$ cat src/rtl/ascon_byte_packer.sv
// Packs a valid/ready byte stream (AD or message) into 64-bit zero-filled blocks
// for the ASCON core, with one assembly register and one output register.
module ascon_byte_packer (
   input  logic        clk,
   input  logic        rst,
   input  logic [7:0]  in_data,
   input  logic        in_valid,
   input  logic        in_last,
   input  logic        in_nob,
   input  logic        in_ad,
   output logic        in_ready,
   output logic [63:0] blk_data,
   output logic [3:0]  blk_len,
   output logic        blk_last,
   output logic        blk_ad,
   output logic        blk_valid,
   input  logic        blk_read
);

   logic [63:0] asm_data_q, asm_data_d;
   logic [2:0]  cnt_q, cnt_d;
   logic        asm_ad_q, asm_ad_d;
   logic        done_q, done_d;
   logic [3:0]  hold_len_q, hold_len_d;
   logic        hold_last_q, hold_last_d;
   logic [63:0] blk_data_q, blk_data_d;
   logic [3:0]  blk_len_q, blk_len_d;
   logic        blk_last_q, blk_last_d;
   logic        blk_ad_q, blk_ad_d;
   logic        blk_valid_q, blk_valid_d;

   logic        accept;
   logic        out_free;
   logic        complete;
   logic        beat_ad;
   logic        beat_last;
   logic [3:0]  comp_len;
   logic [63:0] merged;

   always_comb begin
      accept    = in_valid & ~done_q;
      out_free  = ~blk_valid_q | blk_read;
      beat_ad   = (cnt_q == 3'd0) ? in_ad : asm_ad_q;
      // A lone no-byte beat is treated as closing the segment.
      beat_last = in_last | in_nob;
      complete  = accept & (beat_last | (cnt_q == 3'd7));
      comp_len  = in_nob ? {1'b0, cnt_q} : ({1'b0, cnt_q} + 4'd1);
      merged    = asm_data_q;
      for (int i = 0; i < 8; i++) begin
         if (!in_nob && (cnt_q == i[2:0])) begin
            merged[63-8*i -: 8] = in_data;
         end
      end

      asm_data_d  = asm_data_q;
      cnt_d       = cnt_q;
      asm_ad_d    = asm_ad_q;
      done_d      = done_q;
      hold_len_d  = hold_len_q;
      hold_last_d = hold_last_q;
      blk_data_d  = blk_data_q;
      blk_len_d   = blk_len_q;
      blk_last_d  = blk_last_q;
      blk_ad_d    = blk_ad_q;
      blk_valid_d = blk_valid_q;

      if (done_q) begin
         // Held block moves out on the read edge; the output never empties here.
         if (blk_read) begin
            blk_data_d  = asm_data_q;
            blk_len_d   = hold_len_q;
            blk_last_d  = hold_last_q;
            blk_ad_d    = asm_ad_q;
            blk_valid_d = 1'b1;
            done_d      = 1'b0;
            asm_data_d  = 64'd0;
            cnt_d       = 3'd0;
            asm_ad_d    = 1'b0;
         end
      end else if (complete) begin
         if (out_free) begin
            blk_data_d  = merged;
            blk_len_d   = comp_len;
            blk_last_d  = beat_last;
            blk_ad_d    = beat_ad;
            blk_valid_d = 1'b1;
            asm_data_d  = 64'd0;
            cnt_d       = 3'd0;
            asm_ad_d    = 1'b0;
         end else begin
            asm_data_d  = merged;
            hold_len_d  = comp_len;
            hold_last_d = beat_last;
            asm_ad_d    = beat_ad;
            cnt_d       = 3'd0;
            done_d      = 1'b1;
         end
      end else begin
         if (accept) begin
            asm_data_d = merged;
            cnt_d      = cnt_q + 3'd1;
            asm_ad_d   = beat_ad;
         end
         if (blk_read && blk_valid_q) begin
            blk_valid_d = 1'b0;
         end
      end
   end

   always_ff @(posedge clk or posedge rst) begin
      if (rst) begin
         asm_data_q  <= 64'd0;
         cnt_q       <= 3'd0;
         asm_ad_q    <= 1'b0;
         done_q      <= 1'b0;
         hold_len_q  <= 4'd0;
         hold_last_q <= 1'b0;
         blk_data_q  <= 64'd0;
         blk_len_q   <= 4'd0;
         blk_last_q  <= 1'b0;
         blk_ad_q    <= 1'b0;
         blk_valid_q <= 1'b0;
      end else begin
         asm_data_q  <= asm_data_d;
         cnt_q       <= cnt_d;
         asm_ad_q    <= asm_ad_d;
         done_q      <= done_d;
         hold_len_q  <= hold_len_d;
         hold_last_q <= hold_last_d;
         blk_data_q  <= blk_data_d;
         blk_len_q   <= blk_len_d;
         blk_last_q  <= blk_last_d;
         blk_ad_q    <= blk_ad_d;
         blk_valid_q <= blk_valid_d;
      end
   end

   assign in_ready  = ~done_q;
   assign blk_data  = blk_data_q;
   assign blk_len   = blk_len_q;
   assign blk_last  = blk_last_q;
   assign blk_ad    = blk_ad_q;
   assign blk_valid = blk_valid_q;

endmodule

$ cat config.mk
export PLATFORM = sky130hd
export DESIGN_NAME = ascon_byte_packer
export DESIGN_NICKNAME = d
export VERILOG_FILES = /design/src/rtl/ascon_byte_packer.sv
export SDC_FILE = /design/constraint.sdc
export NUM_CORES = 1
export LEC_CHECK = 0
export CORE_MARGIN = 2
export CORE_UTILIZATION = 31
export CTS_CLUSTER_SIZE = 12
export DETAILED_ROUTE_END_ITERATION = 10
export MAX_ROUTING_LAYER = met4
export SLEW_MARGIN = 20
export SYNTH_ARGS = -nofsm -noshare
export SYNTH_HDL_FRONTEND = slang
export SYNTH_SLANG_ARGS = --single-unit
$ cat constraint.sdc
create_clock -name clk -period 10.8 [get_ports clk]
set_clock_uncertainty 0.2 [all_clocks]
set_input_delay 2.7 -clock clk [delete_from_list [all_inputs] [get_ports clk]]
set_output_delay 2.7 -clock clk [all_outputs]
set_load 0.02 [all_outputs]
* After elaboration in Yosys (flattened, before gate mapping)
Cells that the tools add are included.
** Storage, ports and cells
- Bits of input ports :: 15
- Memories :: 0
- Logic and storage cells :: 98
- Latch bits :: 0
- RAM bits :: 0
- Bits in read-only memories :: 0
- Output and inout port bits :: 72
- Register bits after elaboration :: 145
** Operators by class
- Bitwise operators :: 8
- Order comparisons :: 0
- Equal/unequal tests :: 9
- Reduce and logical (&&, ||, !) cells :: 19
- Muxes and demuxes :: 49
- Div/mod/pow operators :: 0
- Multipliers :: 0
- Shift operators :: 0
- Add/subtract/negate cells :: 2
** Operators with widths (count)
- 64-bit two-way mux :: 9
- 8-bit two-way mux :: 8
- 1-bit two-way mux :: 23
- 4-bit two-way mux :: 5
- 3-bit equality test, second input constant :: 4
- 3-bit two-way mux :: 4
- 1-bit logical AND :: 9
- 3-bit AND reduction :: 3
- 3-bit by 2-bit equality test with 1-bit output, second input constant :: 2
- 3-bit nonzero test :: 2
- 3-bit by 1-bit adder with 4-bit output, second input constant :: 1
- 2-bit nonzero test :: 2
- 3-bit by 1-bit adder with 3-bit output, second input constant :: 1
- 3-bit by 1-bit equality test with 1-bit output, second input constant :: 1
- 3-bit zero test :: 1
- 3-bit != test, second input constant :: 1
- 1-bit inverter :: 3
- 1-bit OR :: 3
- 1-bit bitwise AND :: 2
- 2-bit != test, second input constant :: 1
- 2-bit AND reduction :: 1
- 1-bit zero test :: 1

* Longest topological paths before layout
Gate-level depths: netlist of run 1.
- Word-level depth :: 6
- Depth in mapped cells :: 9

* Worst setup path before layout of run 1
OpenSTA, ideal clock, no wires.
- Kind :: in2reg
- Start :: input in_valid
- End :: register blk_data_q[0] (netlist: blk_data[0])
- Path slack :: 6.626 ns
- Buffers on the path :: 1
- Data arrival time :: 3.827 ns
- Stages on the path :: 4
- Cell sequence :: clkbuf_2 -> or3b_2 -> a21oi_1 -> a211oi_1
** Between the ends
- Cells in the longest elaborated chain, start to end :: 4
** Ends and longest elaborated chain
- start, declared :: line 7 : input logic in_valid,
- 1-bit bitwise AND :: line 41 : accept = in_valid & ~done_q;
- 1-bit bitwise AND :: line 46 : complete = accept & (beat_last | (cnt_q == 3'd7));
- 2-bit nonzero test (no line)
- 3-bit AND reduction (no line)
- end signal, assigned :: line 130 : blk_data_q <= blk_data_d;
- end, declared :: line 26 : logic [63:0] blk_data_q, blk_data_d;
Every way passes these cells.
A chain may end at the register's enable or synchronous reset.

* Final worst setup path of run 1
- Start :: input in_nob
- End :: register blk_data_q[56] (netlist: blk_data[56])
** Between the ends
- Cells in the longest elaborated chain, start to end :: 6
- Elaborated cells between the ends (all ways) :: 11
- Those cells by class :: 4 x mux; 3 x bitwise; 4 x reduce/logical
** Ends and longest elaborated chain
- start, declared :: line 9 : input logic in_nob,
- 1-bit zero test :: line 50 : if (!in_nob && (cnt_q == i[2:0])) begin
- 1-bit logical AND :: line 50
- 8-bit two-way mux :: line 50
- 64-bit two-way mux :: line 81 : if (out_free) begin
- 64-bit two-way mux :: line 80 : end else if (complete) begin
- 64-bit two-way mux :: line 67 : if (done_q) begin
Several ways; a longest one is shown, not always the timed one. The select of a mux whose other input is x is not followed.

==> results by stage, run 1 <==
Clock tree:
- The clock tree from TritonCTS is done.
- The maximum clock path buffer count is 2.
- The number of buffers added to fix hold violations after cts is 0.
- The number of buffers added by the clock tree synthesis step is 17.
- Clock latency on the worst-skew pair, taken at its later pin, is 0.42 ns.
- The clock slew at the register clock pins of the worst setup and hold paths is 0.05 ns.
- The cell sitting at the root of the clock tree is a clkbuf_16.
- The setup fix buffers added after clock tree synthesis is 0.
- The number of gates resized after CTS is 0.
- CTS built an H-tree with a depth of 4.
- The clock drives 145 sinks.

Worst setup path:
- Data on the critical path is required at its endpoint by 10.90 ns.
- The critical path is of the input port to flip-flop type.
- The endpoint type of the worst setup path is a flip-flop.
- The critical path buffer and inverter count is 1.
- Of all nets on the critical path, the largest fanout is 41.
- The startpoint of the worst register-to-register path is cnt_q[0]$_DFFE_PP0P_.
- The slowest stage cell on the critical path is clkdlybuf4s50_1.
- The worst setup path is launched from an input port.
- The delay of the slowest cell on the worst path is 0.68 ns.
- In this run the critical register-to-register path is captured at blk_data[56]$_DFFE_PP0P_.
- The kind of cell with the highest combined delay along the critical path is simple AND/OR/NAND/NOR gates.
- The arrival time of data at the critical path endpoint is 5.44 ns.
- Setup slack on the worst reg-to-reg path comes out at 7.61 ns.
- Measured in cells, the most critical reg-to-reg path has a length of 6.
- Traced cell by cell, the critical path runs through clkdlybuf4s50_1, or3_1, nand3_4, nand2_1, o221a_2.

Power and ir drop:
- The maximum VDD drop is 0.125 mV.
- Power spread over the standard cell area amounts to 203 nW/µm².
- For this design the static power due to leakage is 3.26 nW.

Die:
- For this configuration, the core starts out at a cell density of 31.9%.
- The horizontal die dimension is 149 µm.
- The standard cell core area is 20400 µm².
- The number of rows in the core area is 52.
- The die covers 22100 µm².
- The floorplan step set the die height to 149 µm.
- The number of placed I/O pins is 87.

Timing:
- Setup violations remaining at the end of the flow were counted as 0.
- The worst path needs 5.34 ns of the cycle, external delays included.
- The final max-slew violation count came to 0.
- The relative slew slack is 26.4%.
- Setup repair after global routing left no endpoint under its margin.
- The total negative slack is 0 ns.
- The number of hold-slack violations in the final timing report came to 0.
- The post-route worst hold slack is 0.277 ns.
- The final worst-path cycle share is 49.4%.
- At the pin with the least slew margin, the transition time is 1.10 ns.
- Derived from the worst setup path, the maximum achievable clock frequency is 187 MHz.

GRT:
- Entering global routing, the biggest net connects 74 pins.
- The total routing resource utilization after global routing is 17.2%.
- The residual overflow from global routing is 0.
- The via count of the first global-routing pass came to 4984.
- The first global-routing pass estimated 28.4 mm of wire.
- The number of antenna violations at the first check in global routing is 0.

Status:
- The run finished with clean final reports.

Yosys:
- Of all cell types, the one taking the most synthesized area is dfrtp_1.
- Summing the sequential cell areas from Yosys gives 55.9% of the chip area.
- After synthesis, the largest area contributor takes up 55.9% of total cell area.
- In the post-synthesis netlist, the biggest area contributors are dfrtp_1 (56%), a22o_1 (5.4%), mux2i_1 (4.9%).
- The flop and latch count out of synthesis is 145.
- A synthesized cell averages 11.4 µm².
- The synthesized area is 6490 µm².
- In the synthesized netlist the dominant register cell turns out to be dfrtp_1.
- Yosys mapped the design onto 54 distinct sky130hd cell types.
- The number of warnings reported in the yosys synthesis log is 0.
- The most instantiated library cell after synthesis is dfrtp_1.
- The number of enable-type register cells in the synthesized netlist is 0.
- The gate count of the mapped netlist is 568.
- Synthesis produced a netlist with a net count of 590.
- In the synthesized netlist the async set-or-reset flop fraction comes to 100%.
- In the synthesized netlist, the cells that appear most often are dfrtp_1 (145), nand2_1 (55), a22o_1 (40), o21ai_0 (39).

Route:
- The total wire length after detailed routing is 17.6 mm.
- Dividing the detail-routed via count by the number of cells gives 5.31.
- For this block, the via count after detailed routing is 4871.
- Dividing the detail-routed wire length by the instance count gives 19.2 µm.
- The detailed-routing iteration count for the pre-antenna-repair pass is 4.
- After detailed routing, the number of remaining DRC violations is 0.
- The number of antenna-violating nets in the routed design is 0.
- The initial DRC count is 375.

Placement:
- Detailed placement ended at an HPWL of 11.8 mm.
- Routability-driven placement finished with a final weighted congestion of 0.910.
- In this run the tool buffered the top-level ports with 86 buffer cells.

Hold path:
- The worst hold path begins at blk_data[14]$_DFFE_PP0P_.
- The cell depth of the worst min-delay path is 2.
- The path class of the lowest-slack min-delay path is flip-flop to flip-flop.
- The worst hold path terminates at blk_data[14]$_DFFE_PP0P_.

Finish:
- The antenna diode count is 0.
- The ratio of cells with drive above 1 in the final layout is 10.6%.
- For this run, the post-layout net count is 657.
- Compared with the post-synthesis result, the final layout area differs by 24.2%.
- For this run, the share of the core covered by cells in the final layout is 39.5%.

Flow run:
- Max-cap violations in this run came to 0.
-- logic make-up after synthesis --
family / count (synthesis) / synth area share (%)
adders and majority gates: 7 / 1.35
and+or+nand+nor: 157 / 12.4
muxes: 33 / 5.11
DFF: 145 / 55.9
buffers and inverters: 61 / 4.76
AOI/OAI and AO/OA: 164 / 20.3
xor gates and xnor gates: 1 / 0.135
-- registers in the layout (all words and copies together), names as in the netlist --
| register | flops |
|---|---|
| done_q | 1 |
| asm_data_q | 64 |
| blk_len | 4 |
| blk_valid | 1 |
| blk_ad | 1 |
| blk_last | 1 |
| asm_ad_q | 1 |
| cnt_q | 3 |
| blk_data | 64 |
| hold_len_q | 4 |
| hold_last_q | 1 |
-- how the worst max path moves through the flow --
stage / startpoint / end / slack, ns / depth (start not counted)
final: in_nob / blk_data[56]$_DFFE_PP0P_ / 5.46 / 5
after detailed placement: in_nob / blk_data[50]$_DFFE_PP0P_ / 5.05 / 5
after global placement: in_nob / blk_data[61]$_DFFE_PP0P_ / 5.15 / 5
after global routing: in_nob / blk_data[59]$_DFFE_PP0P_ / 5.33 / 5
after CTS: in_nob / blk_data[50]$_DFFE_PP0P_ / 5.49 / 5
after floorplan: rst / asm_ad_q$_DFFE_PP0P_ / 4.01 / 1
-- cell usage in the layout, fill, tap and decap left out, types with 2 or more instances in the layout --
cell,n
nand2_1,55
or3b_2,2
a21oi_1,4
nand3_1,10
nor3_4,2
o2bb2ai_1,23
a31o_2,3
mux2i_1,32
nor3_1,32
nand2b_1,3
o21ai_1,3
nor2b_1,2
dfrtp_1,145
ha_1,7
or3_1,19
a221o_1,3
clkdlybuf4s50_1,86
a211oi_1,15
a22o_1,40
a21oi_2,2
or3b_1,3
clkbuf_16,17
clkbuf_8,4
clkinv_2,3
clkbuf_1,6
buf_4,2
nor2_1,17
o221a_2,19
a221oi_1,2
o21ai_0,39
inv_1,20
and3_1,3
bufinv_16,2
-- worst min-delay path, cell delays in order, from the launching register on --
cell and delay, ns:
dfrtp_1 0.34, nand2_1 0.05, o21ai_0 0.06
-- layer usage --
metal	global-route usage, %	up-vias	part of all wire, %
li1	-	2236	-
met1	23.3	2454	47
met2	26.2	149	47
met3	3.16	32	4.3
met4	5.57	0	1.9
met5	-	-	0
-- final cells by class --
class,instances,area (µm²)
Clock buffer,27,503
Sequential cell,145,3630
Timing Repair Buffer,88,876
Tap cell,270,338
Multi-Input combinational cell,362,2550
Clock inverter,5,75.1
Inverter,21,83.8
Fill cell,1944,12300
-- where the power goes --
group	total [mW]	switching [mW]	leakage [nW]	internal [mW]
logic	0.392	0.219	1.04	0.173
clock network	0.577	0.214	0.285	0.364
registers	0.669	0.0540	1.94	0.615
-- per-stage QoR --
stage | cells | instance area [µm²] | worst slack, ns | total power [mW]
6_report | 918 | 8050 | 5.46 | 1.64
5_1_grt | 918 | 8050 | 5.33 | 1.72
4_1_cts | 918 | 8050 | 5.49 | 1.65
3_5_place_dp | 886 | 7470 | 5.05 | 1.07
3_3_place_gp | 886 | 7470 | 5.15 | 1.06
2_1_floorplan | 568 | 6490 | 4.01 | 0.895
(Power assumes the default switching activity.)
==> run 2, diff against run 1 <==
==> constraint.sdc (replaced) <==
create_clock -name clk -period 5.1 [get_ports clk]
set_clock_uncertainty 0.2 [all_clocks]
set_input_delay 1.275 -clock clk [delete_from_list [all_inputs] [get_ports clk]]
set_output_delay 1.275 -clock clk [all_outputs]
set_load 0.02 [all_outputs]
==> results by stage, run 2 (same netlist as run 1, synthesis figures left out) <==
Route:
- The total wire length after detailed routing was 18.0 mm (was 17.6 mm).
- The number of antenna-violating nets in the routed design is 0 (unchanged).
- The vias after detailed routing is 4956 (was 4871).
- The average wire length per cell after detail routing was 19.6 µm (was 19.2 µm).
- The count of unresolved DRC violations after routing is 0 (unchanged).
- The initial DRC count is 394 (was 375).
- The detailed-routing iteration count for the pre-antenna-repair pass is 4 (unchanged).
- The post-detailed-route via-to-cell ratio came to 5.39 (was 5.31).

Power and ir drop:
- The share of total power in sequential cells is 40.3% (was 40.8%).
- The switching share of power is 30.1% (was 29.7%).
- The part of the total power dissipated in combinational logic came to 23.7% (was 23.9%).
- The clock network power share is 36.0% (was 35.2%).
- The internal power of the cells came to 2.46 mW (was 1.15 mW).
- The maximum VDD drop is 0.250 mV (was 0.125 mV).
- The switching power of the nets is 1.06 mW (was 487 µW).
- The total power density per cell area came to 434 nW/µm² (was 203 nW/µm²).
- The static leakage power is 3.28 nW (was 3.26 nW).

Die:
- The die outline area was 22100 µm² (unchanged).
- The number of placed I/O pins is 87 (unchanged).
- The standard cell core area is 20400 µm² (unchanged).
- The number of rows in the core area is 52 (unchanged).
- The effective utilization at floorplan is 31.9% (unchanged).
- The horizontal die dimension is 149 µm (unchanged).
- The height of the die was 149 µm (unchanged).

GRT:
- The via count of the first global-routing pass was 5054 (was 4984).
- The largest net degree at the start of global routing came to 75 (was 74).
- The number of antenna violations at the first check in global routing was 0 (unchanged).
- The wire length of the first global-routing pass is 29.0 mm (was 28.4 mm).
- The total routing resource utilization after global routing is 17.5% (was 17.2%).
- The residual overflow from global routing is 0 (unchanged).

Worst setup path:
- Sequence of cells on the critical path: clkdlybuf4s50_1, and2_1, nor2_1, a31o_2, a22o_1 (was clkdlybuf4s50_1, or3_1, nand3_4, nand2_1, o221a_2).
- The type of origin of the critical path is an input port (unchanged).
- The worst reg2reg path depth is 6 (unchanged).
- The category of the critical setup timing path is input port to flip-flop (unchanged).
- The endpoint type of the worst setup path is a flip-flop (unchanged).
- The delay of the slowest cell on the worst path is 0.96 ns (was 0.68 ns).
- The required time reported for the critical path endpoint is 5.20 ns (was 10.90 ns).
- The largest driver fanout on the critical path is 24 (was 41).
- The count of cell instances traversed by the critical path came to 5 (unchanged).
- The kind of cell with the highest combined delay on the critical path is simple AND/OR/NAND/NOR gates (unchanged).
- The slowest stage cell on the critical path is and2_1 (was clkdlybuf4s50_1).
- The critical path buffer and inverter count is 1 (unchanged).
- The arrival time of data at the critical path endpoint was 3.78 ns (was 5.44 ns).

Clock tree:
- The clock sink count is 145 (unchanged).
- The clock latency on the worst-skew pair came to 0.43 ns (was 0.42 ns).
- The maximum clock path buffer count is 2 (unchanged).
- The clock slew at the register clock pins of the worst setup and hold paths is 0.06 ns (was 0.05 ns).
- The number of buffers added by the clock tree synthesis step was 17 (unchanged).
- The cell at the root of the clock tree is clkbuf_16 (unchanged).
- The maximum level of the CTS H-tree is 4 (unchanged).
- The clock tree from TritonCTS is done (unchanged).
- The number of gates resized after CTS was 0 (unchanged).
- The setup fix buffers added after clock tree synthesis is 0 (unchanged).
- The number of buffers added to fix hold violations after cts is 0 (unchanged).

Finish:
- The final cell count without fillers is 919 (was 918).
- Commonest cells after routing, fill and taps aside: dfrtp_1 (145), clkdlybuf4s50_1 (86), nand2_1 (55) (unchanged).
- The number of nets in the layout came to 660 (was 657).
- The antenna diode count came to 0 (unchanged).
- The layout overhead on the synthesized area is 24.9% (was 24.2%).
- The final standard cell area without fillers is 8100 µm² (was 8050 µm²).
- The most common library cell in the layout ignoring fill and taps is dfrtp_1 (unchanged).
- The ratio of cells with drive above 1 in the final layout is 11.4% (was 10.6%).
- The count of filler cells inserted in the layout was 1917 (was 1944).

Placement:
- The post-placement setup slack is 1.06 ns (was 5.05 ns).
- The HPWL reported at the end of detailed placement was 11.9 mm (was 11.8 mm).
- The final weighted congestion of routability-driven global placement is 0.835 (was 0.910).
- The placed standard-cell area came to 7510 µm² (was 7470 µm²).
- The instance count after placement with tap cells included is 889 (was 886).
- The total of buffers placed on input and output ports is 86 (unchanged).

Status:
- Status: completed (unchanged).

Timing:
- The total negative slack came to 0 ns (unchanged).
- Subtracting the final worst setup slack from the clock period gives 3.68 ns.
- The setup slack of the critical path after layout is 1.42 ns (was 5.46 ns).
- The relative slew slack is 22.0% (was 26.4%).
- The final max-slew violation count is 0 (unchanged).
- The number of hold-slack violations in the final timing report came to 0 (unchanged).
- The final number of setup-violating endpoints is 0 (unchanged).
- The maximum achievable frequency is 272 MHz.
- The post-route worst hold slack is 0.280 ns (was 0.277 ns).
- The final worst-path cycle share is 72.2%.
- The actual slew at the worst max-slew pin is 1.17 ns (was 1.10 ns).
- RSZ-0062 raised after global routing: no (unchanged).

Hold path:
- The path class of the lowest-slack min-delay path was flip-flop to flip-flop (unchanged).
- The cell depth of the worst min-delay path is 2 (unchanged).

Flow run:
- The max-capacitance violation count is 0 (unchanged).
[run 2: cell types whose count changed in the layout (fill, tap and decap cells not counted), moves of 2 or more]
cell,delta
clkbuf_1,-5
clkbuf_8,-2
buf_4,+2
clkinvlp_4,+2
[run 2: path summary, 6_finish.rpt]
check / slack (ns) / end / start
max: 1.42 / asm_data_q[28]$_DFFE_PP0P_ / blk_read
max in group asynchronous: 2.54 / blk_ad$_DFFE_PP0P_ / rst
min in group asynchronous: 1.18 / blk_data[10]$_DFFE_PP0P_ / rst
max reg2reg: 2.27 / blk_data[21]$_DFFE_PP0P_ / cnt_q[0]$_DFFE_PP0P_
min: 0.28 / blk_data[13]$_DFFE_PP0P_ / blk_data[13]$_DFFE_PP0P_
min reg2reg: 0.28 / blk_data[13]$_DFFE_PP0P_ / blk_data[13]$_DFFE_PP0P_
[run 2: metrics by stage]
| stage | util, % | power, mW |
|---|---|---|
| 2_1_floorplan | - | 1.89 |
| 3_3_place_gp | 36.9 | 2.25 |
| 3_5_place_dp | 36.9 | 2.27 |
| 4_1_cts | 39.8 | 3.54 |
| 5_1_grt | 39.8 | 3.67 |
| 6_report | 39.8 | 3.51 |
[run 2: power by group through the flow]
stage	Clock, mW	Combinational, mW	Sequential (mW)
after CTS	1.29	0.839	1.42
after floorplan	0	0.355	1.54
after global placement	0	0.824	1.43
after global routing	1.34	0.898	1.43
after detailed placement	0	0.835	1.43
final	1.26	0.834	1.42
[run 2: layout make-up]
| cell class | instances | area, µm² | share of cell area (%) |
|---|---|---|---|
| clock buffer | 20 | 457 | 5.64 |
| clock inverter | 10 | 135 | 1.67 |
| inverter | 21 | 82.6 | 1.02 |
| multi-input combinational | 362 | 2550 | 31.5 |
| sequential | 145 | 3630 | 44.8 |
| tap | 270 | 338 | 4.17 |
| timing repair buffer | 91 | 911 | 11.2 |
[run 2: worst min-delay path, delay by kind of cell, from the launching register on]
kind               cells  cell delay (ns)
DFF                    1             0.34
and+or+nand+nor        1             0.05
AOI/OAI and AO/OA      1             0.06
[run 2: layer usage]
| layer | vias up | routed length [µm] | track usage (%) |
|---|---|---|---|
| met5 | - | 0 | - |
| met4 | 0 | 201 | 4.71 |
| met3 | 19 | 970 | 3.93 |
| met2 | 174 | 8470 | 26.6 |
| met1 | 2519 | 8370 | 23.8 |
| li1 | 2244 | - | - |
==> run 3, diff against run 2 <==
==> constraint.sdc (replaced) <==
create_clock -name clk -period 3.5 [get_ports clk]
set_clock_uncertainty 0.2 [all_clocks]
set_input_delay 0.875 -clock clk [delete_from_list [all_inputs] [get_ports clk]]
set_output_delay 0.875 -clock clk [all_outputs]
set_load 0.02 [all_outputs]
==> results by stage, run 3 (same netlist as run 1, synthesis figures left out) <==
Die:
- The number of placed I/O pins came to 87 (unchanged).
- The number of rows in the core area is 52 (unchanged).
- The horizontal die dimension is 149 µm (unchanged).
- The height of the die is 149 µm (unchanged).
- The effective utilization at floorplan came to 31.9% (unchanged).
- The standard cell core area was 20400 µm² (unchanged).
- The die outline area came to 22100 µm² (unchanged).

Worst setup path:
- The flop-to-flop setup slack is 0.84 ns (was 2.27 ns).
- The type of origin of the critical path is a flip-flop (was input port).
- The delay of the slowest cell on the worst path is 0.67 ns (was 0.96 ns).
- The worst reg2reg path depth is 7 (was 6).
- The largest driver fanout on the critical path is 13 (was 24).
- Sequence of cells on the critical path: inv_1, clkdlybuf4s50_1 (was clkdlybuf4s50_1, and2_1, nor2_1, a31o_2, a22o_1).
- The startpoint of the worst register-to-register path is cnt_q[0]$_DFFE_PP0P_ (unchanged).
- The required time reported for the critical path endpoint was 2.42 ns (was 5.20 ns).
- The end of the worst register-to-register path is blk_data[57]$_DFFE_PP0P_ (was blk_data[21]$_DFFE_PP0P_).
- The category of the critical setup timing path was flip-flop to output pin (was input port to flip-flop).
- The first element of the critical path was done_q$_DFF_PP0_ (was blk_read).
- The kind of cell with the highest combined delay on the critical path is buffers and inverters (was simple AND/OR/NAND/NOR gates).
- The slowest stage cell on the critical path is clkdlybuf4s50_1 (was and2_1).
- The critical path buffer and inverter count is 2 (was 1).
- The arrival time of data at the critical path endpoint is 2.00 ns (was 3.78 ns).
- The endpoint type of the worst setup path is an output pin (was flip-flop).

Finish:
- The utilization of the core after routing came to 40.2% (was 39.8%).
- The ratio of cells with drive above 1 in the final layout is 12.8% (was 11.4%).
- The number of nets in the layout is 674 (was 660).
- The count of filler cells inserted in the layout is 1931 (was 1917).
- The layout overhead on the synthesized area was 26.4% (was 24.9%).
- The area taken by multi-input logic gates is 2550 µm² (unchanged).
- The antenna diode count came to 0 (unchanged).
- Commonest cells after routing, fill and taps aside: dfrtp_1 (145), clkdlybuf4s50_1 (86), nand2_1 (55) (unchanged).
- The most common library cell in the layout ignoring fill and taps was dfrtp_1 (unchanged).
- The area used by sequential logic in the layout is 3630 µm² (unchanged).
- The final cell count without fillers is 935 (was 919).

Clock tree:
- The maximum level of the CTS H-tree is 4 (unchanged).
- The clock sink count is 145 (unchanged).
- The number of buffers added to fix hold violations after cts is 0 (unchanged).
- The clock tree from TritonCTS is done (unchanged).
- The clock slew at the register clock pins of the worst setup and hold paths is 0.06 ns (about the same).
- The number of gates resized after CTS is 0 (unchanged).
- The maximum clock path buffer count came to 2 (unchanged).
- The setup fix buffers added after clock tree synthesis is 0 (unchanged).
- The clock latency on the worst-skew pair came to 0.42 ns (was 0.43 ns).
- The number of buffers added by the clock tree synthesis step is 17 (unchanged).
- The cell at the root of the clock tree is clkbuf_16 (unchanged).

Route:
- The total wire length after detailed routing is 18.4 mm (was 18.0 mm).
- The detailed-routing iteration count for the pre-antenna-repair pass is 4 (unchanged).
- The initial DRC count was 338 (was 394).
- The vias after detailed routing was 5004 (was 4956).
- The post-detailed-route via-to-cell ratio is 5.35 (was 5.39).
- The number of antenna-violating nets in the routed design is 0 (unchanged).
- The count of unresolved DRC violations after routing is 0 (unchanged).
- The average wire length per cell after detail routing is 19.7 µm (was 19.6 µm).

GRT:
- The number of antenna violations at the first check in global routing is 0 (unchanged).
- The largest net degree at the start of global routing is 61 (was 75).
- The via count of the first global-routing pass is 5207 (was 5054).
- The total routing resource utilization after global routing is 18.0% (was 17.5%).
- The residual overflow from global routing is 0 (unchanged).
- The wire length of the first global-routing pass is 29.6 mm (was 29.0 mm).

Hold path:
- The cell depth of the worst min-delay path is 2 (unchanged).
- The hold path startpoint is blk_data[42]$_DFFE_PP0P_ (was blk_data[13]$_DFFE_PP0P_).
- The sink of the worst hold path is blk_data[42]$_DFFE_PP0P_ (was blk_data[13]$_DFFE_PP0P_).
- The path class of the lowest-slack min-delay path is flip-flop to flip-flop (unchanged).

Placement:
- The post-placement setup slack came to 0.195 ns (was 1.06 ns).
- The HPWL reported at the end of detailed placement is 12.6 mm (was 11.9 mm).
- The total of buffers placed on input and output ports is 86 (unchanged).
- The final weighted congestion of routability-driven global placement is 0.946 (was 0.835).
- The instance count after placement with tap cells included is 903 (was 889).

Timing:
- The actual slew at the worst max-slew pin is 0.922 ns (was 1.17 ns).
- The final worst-path cycle share is 87.8%.
- Timing would allow up to 325 MHz.
- The final number of setup-violating endpoints is 0 (unchanged).
- The setup slack of the critical path after layout came to 0.428 ns (was 1.42 ns).
- For the finished layout, the period the worst path requires is 3.07 ns.
- RSZ-0062 raised after global routing: no (unchanged).
- The total negative slack is 0 ns (unchanged).
- The relative slew slack is 38.3% (was 22.0%).
- The final max-slew violation count is 0 (unchanged).
- The number of hold-slack violations in the final timing report is 0 (unchanged).

Flow run:
- The max-capacitance violation count is 0 (unchanged).

Power and ir drop:
- The static leakage power is 3.34 nW (was 3.28 nW).
- The total power density per cell area came to 612 nW/µm² (was 434 nW/µm²).
- The total chip power is 5.01 mW (was 3.51 mW).
- The maximum VDD drop came to 0.386 mV (was 0.250 mV).

Status:
- Status: completed (unchanged).
[run 3: changes by cell type in the layout (fill, tap and decap cells not counted)]
| cell | change |
|---|---|
| buf_4 | +11 |
| clkbuf_1 | +5 |
| buf_12 | +3 |
| bufinv_16 | -2 |
| clkbuf_8 | +1 |
| clkinv_2 | +1 |
| clkinv_4 | -1 |
| clkinvlp_4 | -1 |
| inv_6 | -1 |
[run 3: power breakdown]
| part | internal (mW) | switching [mW] |
|---|---|---|
| registers | 1.90 | 0.161 |
| clock network | 1.03 | 0.676 |
| logic | 0.562 | 0.689 |
| total | 3.49 | 1.53 |
[run 3: layout make-up]
cell class                      instances  share of cell area [%]
Timing Repair Buffer                  105                    12.9
Clock inverter                          6                   0.672
Multi-Input combinational cell        362                    31.1
Sequential cell                       145                    44.3
Inverter                               21                    1.01
Tap cell                              270                    4.12
Clock buffer                           26                    5.97
[run 3: per-layer routing]
layer / part of all wire, % / GRT usage (%)
met1: 47 / 24.3
met2: 46 / 26.8
met3: 4.6 / 3.47
met4: 2.5 / 6.95
met5: 0 / -
[run 3: through the flow]
stage / area [µm²] / hold slack, ns
3_5_place_dp: 7650 / 0.274
5_1_grt: 8200 / 0.299
2_1_floorplan: 6490 / 0.250
4_1_cts: 8200 / 0.287
6_report: 8200 / 0.282
3_3_place_gp: 7650 / 0.267
[run 3: how the worst max path moves through the flow]
| stage | depth (start not counted) | end |
|---|---|---|
| 2_1_floorplan | 1 | asm_ad_q$_DFFE_PP0P_ |
| 3_3_place_gp | 6 | blk_data[51]$_DFFE_PP0P_ |
| 3_5_place_dp | 6 | blk_data[57]$_DFFE_PP0P_ |
| 4_1_cts | 2 | in_ready |
| 5_1_grt | 2 | in_ready |
| 6_report | 2 | in_ready |
[run 3: worst reg2reg max path: cells and delay by family (launching register included)]
| kind | cells | cell delay (ns) |
|---|---|---|
| compound gates | 1 | 0.13 |
| fa+ha+maj | 2 | 0.51 |
| buf+inv | 1 | 0.25 |
| flops | 1 | 0.47 |
| simple gates | 3 | 0.98 |
